--- src/rtl/memory_responder.sv ---
// memory_responder: wait-state memory responder for the accumulator CPU bus.
// Captures one request, waits, accesses RAM, then pulses Ready/Err.
module memory_responder #(
    parameter int DATA_WIDTH  = 8,
    parameter int ADDR_WIDTH  = 5,
    parameter int DEPTH       = 24,
    parameter int WAIT_CYCLES = 2
) (
    input  logic                  CLK,
    input  logic                  RST,
    input  logic                  Req,
    input  logic                  memRW,
    input  logic [ADDR_WIDTH-1:0] Addr,
    input  logic [DATA_WIDTH-1:0] WData,
    output logic [DATA_WIDTH-1:0] RData,
    output logic                  Ready,
    output logic                  Busy,
    output logic                  Err
);

    typedef enum logic [1:0] {
        IDLE = 2'd0,
        WAIT = 2'd1,
        RESP = 2'd2
    } state_t;

    localparam logic [ADDR_WIDTH:0] DEPTH_W = DEPTH[ADDR_WIDTH:0];
    localparam logic [3:0]          WAIT_M1 = 4'(WAIT_CYCLES - 1);

    state_t                state_q, state_d;
    logic [3:0]            cnt_q, cnt_d;
    logic [ADDR_WIDTH-1:0] addr_q, addr_d;
    logic                  rw_q, rw_d;
    logic [DATA_WIDTH-1:0] wdata_q, wdata_d;
    logic [DATA_WIDTH-1:0] rdata_q, rdata_d;
    logic                  ready_q, ready_d;
    logic                  busy_q, busy_d;
    logic                  err_q, err_d;

    logic [DATA_WIDTH-1:0] mem [DEPTH];

    logic                  commit;
    logic [ADDR_WIDTH-1:0] acc_addr;
    logic                  acc_rw;
    logic [DATA_WIDTH-1:0] acc_wdata;
    logic                  acc_in_rng;
    logic                  mem_we;

    // Next-state, capture and access decisions for the request FSM
    always_comb begin
        state_d = state_q;
        cnt_d   = cnt_q;
        addr_d  = addr_q;
        rw_d    = rw_q;
        wdata_d = wdata_q;
        rdata_d = rdata_q;
        ready_d = 1'b0;
        err_d   = 1'b0;
        commit  = 1'b0;
        mem_we  = 1'b0;

        unique case (state_q)
            IDLE: begin
                if (Req) begin
                    addr_d  = Addr;
                    rw_d    = memRW;
                    wdata_d = WData;
                    if (WAIT_CYCLES == 0) begin
                        state_d = RESP;
                        commit  = 1'b1;
                    end else begin
                        state_d = WAIT;
                        cnt_d   = WAIT_M1;
                    end
                end
            end
            WAIT: begin
                if (cnt_q == 4'd0) begin
                    state_d = RESP;
                    commit  = 1'b1;
                end else begin
                    cnt_d = cnt_q - 4'd1;
                end
            end
            RESP: begin
                state_d = IDLE;
                ready_d = 1'b1;
                err_d   = ({1'b0, addr_q} >= DEPTH_W);
            end
            default: state_d = IDLE;
        endcase

        // zero-wait access uses the request as it is being captured
        acc_addr   = (state_q == IDLE) ? Addr  : addr_q;
        acc_rw     = (state_q == IDLE) ? memRW : rw_q;
        acc_wdata  = (state_q == IDLE) ? WData : wdata_q;
        acc_in_rng = ({1'b0, acc_addr} < DEPTH_W);

        if (commit) begin
            if (acc_rw) begin
                rdata_d = acc_in_rng ? mem[acc_addr] : '0;
            end else begin
                mem_we = acc_in_rng;
            end
        end

        // busy spans the wait/resp states and the Ready cycle itself
        busy_d = (state_d != IDLE) | ready_d;
    end

    // FSM and registered outputs; reset wins over any pending access
    always_ff @(posedge CLK) begin
        if (RST) begin
            state_q <= IDLE;
            cnt_q   <= '0;
            addr_q  <= '0;
            rw_q    <= 1'b0;
            wdata_q <= '0;
            rdata_q <= '0;
            ready_q <= 1'b0;
            busy_q  <= 1'b0;
            err_q   <= 1'b0;
        end else begin
            state_q <= state_d;
            cnt_q   <= cnt_d;
            addr_q  <= addr_d;
            rw_q    <= rw_d;
            wdata_q <= wdata_d;
            rdata_q <= rdata_d;
            ready_q <= ready_d;
            busy_q  <= busy_d;
            err_q   <= err_d;
        end
    end

    // RAM write port; contents survive reset but a reset edge blocks the commit
    always_ff @(posedge CLK) begin
        if (!RST && mem_we) begin
            mem[acc_addr] <= acc_wdata;
        end
    end

    assign RData = rdata_q;
    assign Ready = ready_q;
    assign Busy  = busy_q;
    assign Err   = err_q;

endmodule

--- config.mk ---
export PLATFORM = sky130hd
export DESIGN_NAME = memory_responder
export DESIGN_NICKNAME = d
export VERILOG_FILES = /design/src/rtl/memory_responder.sv
export SDC_FILE = /design/constraint.sdc
export NUM_CORES = 1
export LEC_CHECK = 0
export CAP_MARGIN = 0
export CORE_MARGIN = 2
export CORE_UTILIZATION = 45
export CTS_CLUSTER_SIZE = 20
export DETAILED_ROUTE_END_ITERATION = 7
export HOLD_SLACK_MARGIN = 0.02
export PLACE_DENSITY = 0.64
export SYNTH_ARGS = -nofsm -noshare
export SYNTH_HDL_FRONTEND = slang
export SYNTH_SLANG_ARGS = --single-unit
--- constraint.sdc ---
create_clock -name CLK -period 2.9 [get_ports CLK]
set_clock_uncertainty 0.1 [all_clocks]
set_input_delay 0.87 -clock CLK [delete_from_list [all_inputs] [get_ports CLK]]
set_output_delay 0.87 -clock CLK [all_outputs]
set_load 0.005 [all_outputs]
==> impl_metrics.ini, run 1 <==
[outcome]
status = finished clean

[drt]
drc_errors = 0
ant_nets = 0
wire_per_inst_um = 22.4
first_pass_iters = 5
drtIter0Drc = 563
wl_mm = 21.2
viasPerCell = 5.92
vias = 5591

[finish]
layout.nets = 712
finalInstanceArea_um2 = 10200
register_area_um2 = 6390
fill_cells = 1512
mostFrequentLayoutCells = 192 x edfxtp_1, 84 x o22ai_1, 72 x nand2_1
syn2layout_area_growth_pct = 19.5
multi_input_area_um2 = 1870
diodes = 0
layout_commonest_cell = edfxtp_1
layout-drive-gt1-share = 0.158

[timing]
period_minus_slack_ns = 2.73
tightest_slew_ns = 0.997
setup_viol = 0
fmax_mhz = 366
hold_viol_final = 0
slew_viol_final = 0
maxSlewHeadroom = 0.333
rsz0062_at_grt = no
min_period_over_period = 0.943

[global_route]
grt_pass1_vias = 5531
grt_max_degree = 33
grt_pass1_wl_mm = 32.3
grt-ovfl-total = 0
antenna_found_initial = 0
grt_use_total = 0.214

[floorplanning]
dieWidth_um = 142
start_util = 0.457
fp.coreArea_um2 = 18600
rows = 50
die_y_um = 142
die_area_um2 = 20000
io_pins = 28

[synth]
synth.mux.area_fraction = 0.00485
synth_seq_cells = 223
synth_nets = 621
synth_ff_type = edfxtp_1
synth_xor_xnor_area_share = 0.00206
seq_area_frac_synth = 0.750
synthAdderAreaFrac = 0.00147
synth_edf_count = 192
synth_compound_area_frac = 0.128
synthArstFlopShare = 0
syn_inst = 603
syn-cell-area_um2 = 8520
synth_top_family_by_area = compound AO/OA/AOI/OAI gates
syn_area_per_cell_um2 = 14.1
synth-simple-area-share = 0.0833
synth_warnings = 0
synth.distinct_cells = 42

[clock_tree]
cts_tree = built
cts_buffers = 23
clock_latency_ns = 0.51
cts_root_buf = clkbuf_16
cts_max_level = 1
clkSlewWorstSetupHoldPaths_ns = 0.06
cts.sinks = 223
cts_max_path_buffers = 3

[power_and_ir_drop]
total_power_mw = 7.19
powerDensity_nw_per_um2 = 706
p_leak_nw = 3.38
worst_ir_drop_vdd_v = 0.000481

[worst_setup_path]
cp_max_fo = 7
crit_arrival_ns = 2.85
crit_path_start_kind = register
cp_data_required_time_ns = 3.02
worstSetupPathType = register to register
end_kind = register

[place]
gp_congestion = 0.869
hpwl_mm = 13.6
dpl_cell_area_um2 = 9450
port_buffers = 27

[flow_run]
max_cap_viol_count = 0

[worst_hold_path]
min_path_type = register to register
[cell type report]
cell class,instances,area share
sequential,223,0.627
multi-input combinational,346,0.184
timing repair buffer,96,0.0872
clock buffer,33,0.0612
tap,234,0.0288
clock inverter,8,0.0102
inverter,4,0.00147
[per-stage QoR]
| step | hold slack [ns] | utilization | setup TNS (ns) | setup slack (ns) | instances |
|---|---|---|---|---|---|
| after floorplan | 0.336 | - | 0 | 0.185 | 603 |
| after global placement | 0.342 | 0.507 | -22.69 | -0.316 | 902 |
| after detailed placement | 0.347 | 0.507 | -27.71 | -0.351 | 902 |
| after CTS | 0.355 | 0.546 | 0 | 0.145 | 943 |
| after global routing | 0.373 | 0.546 | 0 | 0.0103 | 944 |
| final | 0.355 | 0.546 | 0 | 0.166 | 944 |
[critical path: stages (launching register included)]
cell and delay [ns]:
dfxtp_1 0.33, inv_1 0.07, ha_1 0.16, or3b_4 0.40
nor3_2 0.17, o211ai_1 0.15, a211oi_2 0.34, nand2_1 0.25
nor2_1 0.25, buf_4 0.23
[report_power, final]
part | switching (mW) | internal [mW] | total [mW]
combinational | 0.461 | 0.260 | 0.721
clock | 1.20 | 1.68 | 2.87
sequential | 0.0265 | 3.57 | 3.60
total | 1.69 | 5.51 | 7.19
[flip-flops by register name, summed over array words and instances (netlist names)]
register / flops
rw_q: 1
mem: 192
Err: 1
cnt_q: 4
Ready: 1
Busy: 1
RData: 8
wdata_q: 8
state_q: 2
addr_q: 5
[cell usage after synthesis, types with 2 or more instances]
cell	instances	share of area
edfxtp_1	192	0.68
o22ai_1	84	0.062
nand2_1	72	0.032
o21ai_0	42	0.025
nor2_1	38	0.017
dfxtp_1	31	0.073
a21oi_1	22	0.013
buf_6	16	0.021
nand3_1	13	0.0076
a22oi_1	12	0.011
o21ai_1	11	0.0065
clkbuf_1	8	0.0035
nand4_1	8	0.0059
nand2b_1	6	0.0044
buf_2	5	0.0029
inv_1	4	0.0018
o21a_1	4	0.0035
mux2i_1	3	0.0035
nor3_1	3	0.0018
buf_4	2	0.0018
nor4_1	2	0.0015
o211ai_1	2	0.0018
or2_2	2	0.0015
or4b_4	2	0.0032
xnor2_1	2	0.0021
[final timing paths]
| path | start | end | slack, ns | cells past startpoint |
|---|---|---|---|---|
| worst max-delay path | cnt_q[0]$_SDFFE_PP0P_ | mem[15][5]$_DFFE_PP_ | 0.17 | 9 |
| worst min-delay path | wdata_q[3]$_SDFFE_PP0P_ | wdata_q[3]$_SDFFE_PP0P_ | 0.35 | 2 |
| worst max register to register | cnt_q[0]$_SDFFE_PP0P_ | mem[15][5]$_DFFE_PP_ | 0.17 | 9 |
| worst min register to register | wdata_q[3]$_SDFFE_PP0P_ | wdata_q[3]$_SDFFE_PP0P_ | 0.35 | 2 |
[routing by layer]
layer / up-vias / part of all wire / track usage / routed length (um)
met5: - / 0 / 0 / 0
met4: 0 / 0.033 / 0.0711 / 699
met3: 39 / 0.080 / 0.0479 / 1700
met2: 239 / 0.48 / 0.345 / 10100
met1: 2769 / 0.41 / 0.290 / 8650
li1: 2544 / - / - / -
[kinds of logic after synthesis]
family / Yosys count
AO/OA/AOI/OAI: 183
XOR/XNOR: 2
adder cells (fa/ha/maj): 1
buffers and inverters: 35
flip-flops: 223
multiplexers: 4
AND/OR/NAND/NOR: 155
[what timing repair did]
item                       in CTS  in global routing
hold buffers                    0                  0
setup buffers                   0                  0
setup endpoints to repair       0                  1
gates resized for setup         0                  1
(Power assumes the default switching activity.)
==> run 2, diff against run 1 <==
--- a/config.mk
+++ b/config.mk
@@ -8,6 +8,7 @@
 export CAP_MARGIN = 0
 export CORE_MARGIN = 2
 export CORE_UTILIZATION = 45
+export CTS_CLUSTER_DIAMETER = 60
 export CTS_CLUSTER_SIZE = 20
 export DETAILED_ROUTE_END_ITERATION = 7
 export HOLD_SLACK_MARGIN = 0.02
==> constraint.sdc (replaced) <==
create_clock -name CLK -period 2.57 [get_ports CLK]
set_clock_uncertainty 0.1 [all_clocks]
set_input_delay 0.771 -clock CLK [delete_from_list [all_inputs] [get_ports CLK]]
set_output_delay 0.771 -clock CLK [all_outputs]
set_load 0.005 [all_outputs]
==> run 2 against run 1 <==
  * Combinational power up 23%
  * Final cell count up 1.6%
  * Die area unchanged
  * Core utilization up 0.78 points
  * First-iteration DRC count down 13%
  * Register-to-register slack worse by 0.06 ns
  * Sequential share of layout area down 0.88 points
  * Via count about the same
  * Critical path depth unchanged
  * Highest routed layer unchanged
  * Largest cell class unchanged
==> impl_metrics.ini, run 2 (synthesis results as in run 1) <==
[outcome]
status = finished clean

[finish]
largest_reg_flops = 192
finalInstanceArea_um2 = 10300
diodes = 0
layout.nets = 734
layout.cells.non_filler = 959
max_flop_register = mem
layout_commonest_cell = edfxtp_1
syn2layout_area_growth_pct = 21.2
mostFrequentLayoutCells = 192 x edfxtp_1, 83 x buf_4, 81 x o22ai_1
fin_util = 0.554
layout-drive-gt1-share = 0.214

[global_route]
grt_use_total = 0.208
antenna_found_initial = 0
grt_pass1_wl_mm = 31.5
grt_pass1_vias = 5598
grt_max_degree = 25
grt-ovfl-total = 0

[drt]
dr_wl_met2_mm = 9.72
ant_nets = 0
first_pass_iters = 5
viasPerCell = 5.84
met3_length_mm = 1.49
drc_errors = 0
route.top_layer_used = met4
wire_per_inst_um = 21.6
vias = 5596
wl_mm = 20.7
drtIter0Drc = 487
met1_length_mm = 8.74

[floorplanning]
fp.coreArea_um2 = 18600
start_util = 0.457
rows = 50
die_area_um2 = 20000
die_y_um = 142
io_pins = 28
dieWidth_um = 142

[flow_run]
max_cap_viol_count = 0

[timing]
final.setup.tns_ns = 0
period_minus_slack_ns = 2.52
setup_viol = 0
fmax_mhz = 396
rsz0062_at_grt = yes
slew_viol_final = 0
tightest_slew_ns = 0.851
maxSlewHeadroom = 0.431
hold_viol_final = 0
min_period_over_period = 0.982

[clock_tree]
cts_tree = built
cts_max_level = 1
cts_hold_buf = 0
cts_root_buf = clkbuf_16
cts_max_path_buffers = 3
clkSlewWorstSetupHoldPaths_ns = 0.08
clock_latency_ns = 0.49
cts_buffers = 17
cts.sinks = 223

[place]
gp_congestion = 0.841
dp.cells = 930
hpwl_mm = 13.9
dpl_cell_area_um2 = 9660
port_buffers = 27

[worst_setup_path]
crit_arrival_ns = 2.80
end_kind = register
cp_data_required_time_ns = 2.84
slowest_stage = or4b_4
cp_max_fo = 11
path_cells = clkdlybuf4s50_1 > or4b_4 > o21a_4 > buf_12 > buf_4 > o22ai_1 > o21ai_0 > nand3_2 > o21ai_1
cp_top_family = buffers and inverters
worstSetupPathType = input port to register
cpPeakStageDelay_ns = 0.56
crit_path_start_kind = input port
timing.critical_path.buf_inv = 3

[power_and_ir_drop]
total_power_mw = 7.56
worst_ir_drop_vdd_v = 0.000342
power_switching_mw = 1.84
internal-power_mw = 5.72
p_seq_frac = 0.536
p_leak_nw = 3.46
powerDensity_nw_per_um2 = 732
pwr-share-clk = 0.347
swShare = 0.243
p_comb_frac = 0.117

[worst_hold_path]
min_path_type = register to register
run 2: cell count changes in the layout (fill, tap and decap cells not counted), sizes merged:
cell / delta
clkbuf: -13
nor2: -1
bufinv: -1
buf: +29
clkinvlp: -3
inv: +2
clkinv: +2
run 2: stage by stage:
| step | setup WS [ns] | hold WS (ns) |
|---|---|---|
| 6_report | 0.0473 | 0.357 |
| 5_1_grt | -0.0454 | 0.379 |
| 3_5_place_dp | -0.516 | 0.347 |
| 4_1_cts | 0.00326 | 0.357 |
| 2_1_floorplan | -0.0464 | 0.336 |
| 3_3_place_gp | -0.506 | 0.341 |
run 2: final cells by class:
| cell class | count | area [um2] |
|---|---|---|
| clock buffer | 20 | 437 |
| multi-input combinational | 345 | 1970 |
| fill | 1507 | 8310 |
| timing repair buffer | 125 | 1130 |
| clock inverter | 8 | 103 |
| sequential | 223 | 6390 |
| tap | 234 | 293 |
| inverter | 4 | 15.0 |
run 2: timing repair:
action / 4_1_cts / 5_1_grt
resized for setup: 6 / 31
buffers inserted: 1 / 0
pin swaps: 2 / 1
setup endpoints to repair: 79 / 91
run 2: final timing paths:
path                                       startpoint                     to  slack, ns  cells after the start
worst min register to register      rw_q$_SDFFE_PP0P_      rw_q$_SDFFE_PP0P_       0.36                      2
worst min-delay path                rw_q$_SDFFE_PP0P_      rw_q$_SDFFE_PP0P_       0.36                      2
worst max-delay path                          Addr[0]  RData[0]$_SDFFE_PP0P_       0.05                      9
worst max register to register  cnt_q[1]$_SDFFE_PP0P_   mem[17][1]$_DFFE_PP_       0.11                     11
run 2: power groups by stage:
stage	Sequential [mW]	Clock, mW	Combinational [mW]
2_1_floorplan	4.12	0	0.484
3_3_place_gp	4.13	0	0.837
3_5_place_dp	4.13	0	0.856
4_1_cts	4.05	2.67	0.863
5_1_grt	4.05	2.79	0.955
6_report	4.05	2.62	0.885
run 2: worst register-to-register path, delay by kind of cell, from the launching register on:
family / cells / cell delay, ns
adder cells (fa/ha/maj): 1 / 0.15
AND/OR/NAND/NOR: 4 / 0.73
buffers and inverters: 4 / 0.58
flip-flops: 1 / 0.33
AO/OA/AOI/OAI: 2 / 0.31
run 2: routing by layer:
metal | track usage | vias up
met1 | 0.287 | 2759
met2 | 0.338 | 218
met5 | 0 | -
li1 | - | 2567
met4 | 0.0705 | 0
met3 | 0.0337 | 52
